**src/rtl/hw_demux_buf.sv**
```systemverilog
// 1-to-4 demux with a one-entry buffer per channel; 1-cycle latency; din_ready_o low when target is full and not draining.
// Optional HW_DEMUX_AUTOSEL_EN replaces sel_i with an internal round-robin pointer.
module hw_demux_buf #(
    parameter int DW = 3
) (
    input  logic            clk_i,
    input  logic            rst_ni,
    input  logic [DW-1:0]   din_i,
    input  logic [1:0]      sel_i,
    input  logic            din_valid_i,
    output logic            din_ready_o,
    output logic [4*DW-1:0] dout_o,
    output logic [3:0]      dout_valid_o,
    input  logic [3:0]      dout_ready_i
);

    logic [3:0][DW-1:0] data_q, data_d;
    logic [3:0]         full_q, full_d;
    logic [1:0]         ch;
    logic               acc;

`ifdef HW_DEMUX_AUTOSEL_EN
    logic [1:0] ptr_q, ptr_d;

    assign ch    = ptr_q;
    assign ptr_d = acc ? ptr_q + 2'd1 : ptr_q;

    always_ff @(posedge clk_i or negedge rst_ni) begin
        if (!rst_ni) ptr_q <= 2'd0;
        else         ptr_q <= ptr_d;
    end
`else
    assign ch = sel_i;
`endif

    assign din_ready_o  = ~full_q[ch] | dout_ready_i[ch];
    assign acc          = din_valid_i & din_ready_o;
    assign dout_o       = data_q;
    assign dout_valid_o = full_q;

    // A write to the target wins over its drain, giving bubble-free refill.
    always_comb begin
        data_d = data_q;
        full_d = full_q & ~dout_ready_i;
        if (acc) begin
            data_d[ch] = din_i;
            full_d[ch] = 1'b1;
        end
    end

    always_ff @(posedge clk_i or negedge rst_ni) begin
        if (!rst_ni) begin
            data_q <= '0;
            full_q <= '0;
        end else begin
            data_q <= data_d;
            full_q <= full_d;
        end
    end

endmodule

```
**config.mk**
```make
export PLATFORM = sky130hd
export DESIGN_NAME = hw_demux_buf
export DESIGN_NICKNAME = d
export VERILOG_FILES = /design/src/rtl/hw_demux_buf.sv
export SDC_FILE = /design/constraint.sdc
export NUM_CORES = 1
export LEC_CHECK = 0
export ABC_CLOCK_PERIOD_IN_PS = 1400
export CAP_MARGIN = 5
export CORE_AREA = 2 2 45 47
export DETAILED_ROUTE_END_ITERATION = 12
export DIE_AREA = 0 0 47 49
export PLACE_DENSITY = 0.71
export REMOVE_ABC_BUFFERS = 1
export SLEW_MARGIN = 10
export SYNTH_ARGS = -nofsm -noshare
export SYNTH_HDL_FRONTEND = slang
export SYNTH_SLANG_ARGS = --single-unit
```
**constraint.sdc**
```tcl
create_clock -name clk_i -period 1.4 [get_ports clk_i]
set_input_delay 0.35 -clock clk_i [delete_from_list [all_inputs] [get_ports clk_i]]
set_output_delay 0.35 -clock clk_i [all_outputs]
set_load 0.005 [all_outputs]
```
==> impl_metrics.env, run 1 <==
export IMPL_core_um2=1840
export IMPL_synthCells=45
export IMPL_yosys_area_top_type_share_pct=61.1
export IMPL_path_clk_slew_ns=0.09
export IMPL_gr_total_overflow=0
export IMPL_synthTopCellsByArea="dfrtp_1 61%, mux2_1 21%, nand2b_1 3.8%"
export IMPL_ant_nets=0
export IMPL_outcome="complete, but fails checks"
export IMPL_grt_pass1_vias=555
export IMPL_fin_nets=102
export IMPL_start_kind="flip-flop"
export IMPL_fmax_mhz=590
export IMPL_violations="setup timing"
export IMPL_crit_path_end_kind="output pin"
export IMPL_grt_max_degree=17
export IMPL_cp_max_fo=2
export IMPL_num_vias=509
export IMPL_grt_antenna_before_repair=0
export IMPL_synth_edff_count=0
export IMPL_cts_tree="built"
export IMPL_ys_seq_area_share_pct=61.1
export IMPL_via_per_inst=4.39
export IMPL_wire_per_inst_um=13.5
export IMPL_regToRegStartpoint="dout_valid_o[3]"
export IMPL_slew_headroom_pct=84.2
export IMPL_p_leak_uw=0.000578
export IMPL_yosys_cell_count_top_type="dfrtp_1"
export IMPL_clock_latency_ns=0.28
export IMPL_fp_dieH_um=49
export IMPL_netlist_area_um2=656
export IMPL_synth_top_cell_by_area="dfrtp_1"
export IMPL_drive_above_1_share_pct=37.1
export IMPL_drt_wl_total_mm=1.56
export IMPL_async_reset_ff_share_pct=100
export IMPL_r2r_cells=6
export IMPL_pwr_density_cell_nw_per_um2=1060
export IMPL_postLayoutCoreUtil_pct=62.0
export IMPL_final_setup_viol_count=1
export IMPL_cp_required_ns=1.05
export IMPL_clockBufferDepth=2
export IMPL_syn_to_final_growth_pct=74.0
export IMPL_post_route_min_period_ns=1.69
export IMPL_finClkSkew_ns=0.00136
export IMPL_dp_hpwl_mm=1.07
export IMPL_gp_congestion=0.714
export IMPL_rows=16
export IMPL_finalCritPeriodShare_pct=121
export IMPL_hold_viol=0
export IMPL_drt_iter0_drc=4
export IMPL_setup_slack_ns=-0.295
export IMPL_cts_htree_levels=1
export IMPL_avgSynthCellArea_um2=14.6
export IMPL_grt_pass1_wl_mm=2.42
export IMPL_ir_drop_uv=631
export IMPL_die_area_um2=2300
export IMPL_tightest_slew_ns=0.237
export IMPL_critPathLaunch="dout_valid_o[3]"
export IMPL_start_util_pct=35.6
export IMPL_grt_total_usage_pct=14.4
export IMPL_crit_type="flip-flop to output pin"
export IMPL_whs_ns=0.382
export IMPL_synthTopCellsByCount="16 x dfrtp_1, 12 x mux2_1, 5 x nand2_1"
export IMPL_synthFlopType="dfrtp_1"
export IMPL_drc_errors=0
export IMPL_port_buffers=28
export IMPL_yosys_register_bits=16
export IMPL_dr_pass1_iters=4
export IMPL_drv_cap=0
export IMPL_clock_sinks=16
export IMPL_num_antenna_cells=0
export IMPL_slew_viol_final=0
export IMPL_cts_root_buf="clkbuf_4"
export IMPL_numCtsBuffers=3
export IMPL_hp_class="input pin to asynchronous set/reset pin"
export IMPL_rsz0062_at_grt="true"
export IMPL_die_x_um=47
export IMPL_arrival_ns=1.34
export IMPL_ys_warn_count=0
export IMPL_yosysUniqueCellTypes=11
export IMPL_io_pins=29
report_power, final:
group	total, µW	internal, µW	leakage, µW	switching (µW)
sequential	590	544	0.000194	46.0
clock	298	158	0.0000210	140
combinational	316	210	0.000363	106
stage by stage:
stage               power, µW  TNS, ns  worst slack (ns)  instance area (µm²)  std cells
finish                   1200   -0.295            -0.295                 1140        116
CTS                      1200   -0.324            -0.313                 1110        115
floorplan                 674        0            0.0895                  656         45
detailed placement        924    -5.49            -0.810                 1020        107
global placement          916    -5.20            -0.759                 1020        107
global route             1280   -0.429            -0.346                 1140        116
kinds of logic (layout without fill, tap and decap cells):
family / Yosys count / in the layout / synth area share (%)
AO/OA/AOI/OAI: 1 / 1 / 0.763
buffers and inverters: 0 / 44 / 0
flip-flops: 16 / 16 / 61.1
multiplexers: 13 / 13 / 24.0
AND/OR/NAND/NOR: 15 / 15 / 14.1
per-layer routing:
layer | GRT usage [%] | up-vias | wire length [µm]
li1 | - | 245 | -
met1 | 18.0 | 244 | 677
met2 | 24.4 | 20 | 814
met3 | 2.59 | 0 | 70
met4 | 4.17 | 0 | 0
met5 | 0 | - | 0
worst max-delay path, cell delays in order (launching register included):
cell      delay [ns]
dfrtp_1         0.40
nand2b_4        0.07
mux4_2          0.46
buf_2           0.14
registers in the layout, indices dropped and copies added, names as in the netlist:
signal,flops
dout_o,12
dout_valid_o,4
timing repair:
item                                    CTS  global route
endpoints found under the setup margin   29            13
hold buffers                              0             0
cloned                                    0             0
buffers inserted                          5             1
endpoints found under the hold margin     0             0
resized for setup                        39             6
pin swaps                                 1             1
cell usage in the layout (no fill, tap or decap), drive strengths merged:
cell type      Yosys  routed
dlygate4sd2        0      21
dfrtp             16      16
buf                0      14
mux2              12      12
nand2              5       5
nand2b             4       4
clkdlybuf4s50      0       4
clkbuf             0       4
nor2b              2       2
mux4               1       1
o21ai              1       1
nand3b             1       1
nand3              1       1
nor3b              1       1
and3               1       1
dlymetal6s2s       0       1
final timing paths:
kind | to | slack, ns
setup / recovery | din_ready_o | -0.29
hold / removal | dout_o[3] | 0.38
setup reg to reg | dout_o[11] | 0.01
hold reg to reg | dout_o[7] | 0.49
max in group asynchronous | dout_o[1] | 0.84
min in group clk_i | dout_valid_o[1] | 0.45
final cells by class:
type,count,area [µm²]
clock buffer,4,36.3
tap,27,33.8
fill,155,701
multi-input combinational,29,328
timing repair buffer,40,343
sequential,16,400
Note: power is estimated with default switching activity, not from simulation.
==> run 2, diff against run 1 <==
Settings changed: CTS_BUF_LIST from default to sky130_fd_sc_hd__clkbuf_4 sky130_fd_sc_hd__clkbuf_8 sky130_fd_sc_hd__clkbuf_16, CTS_CLUSTER_SIZE from default to 14.
==> results of run 2 <==
Same layout as run 1: the final DEF is identical, and so are final timing and power.
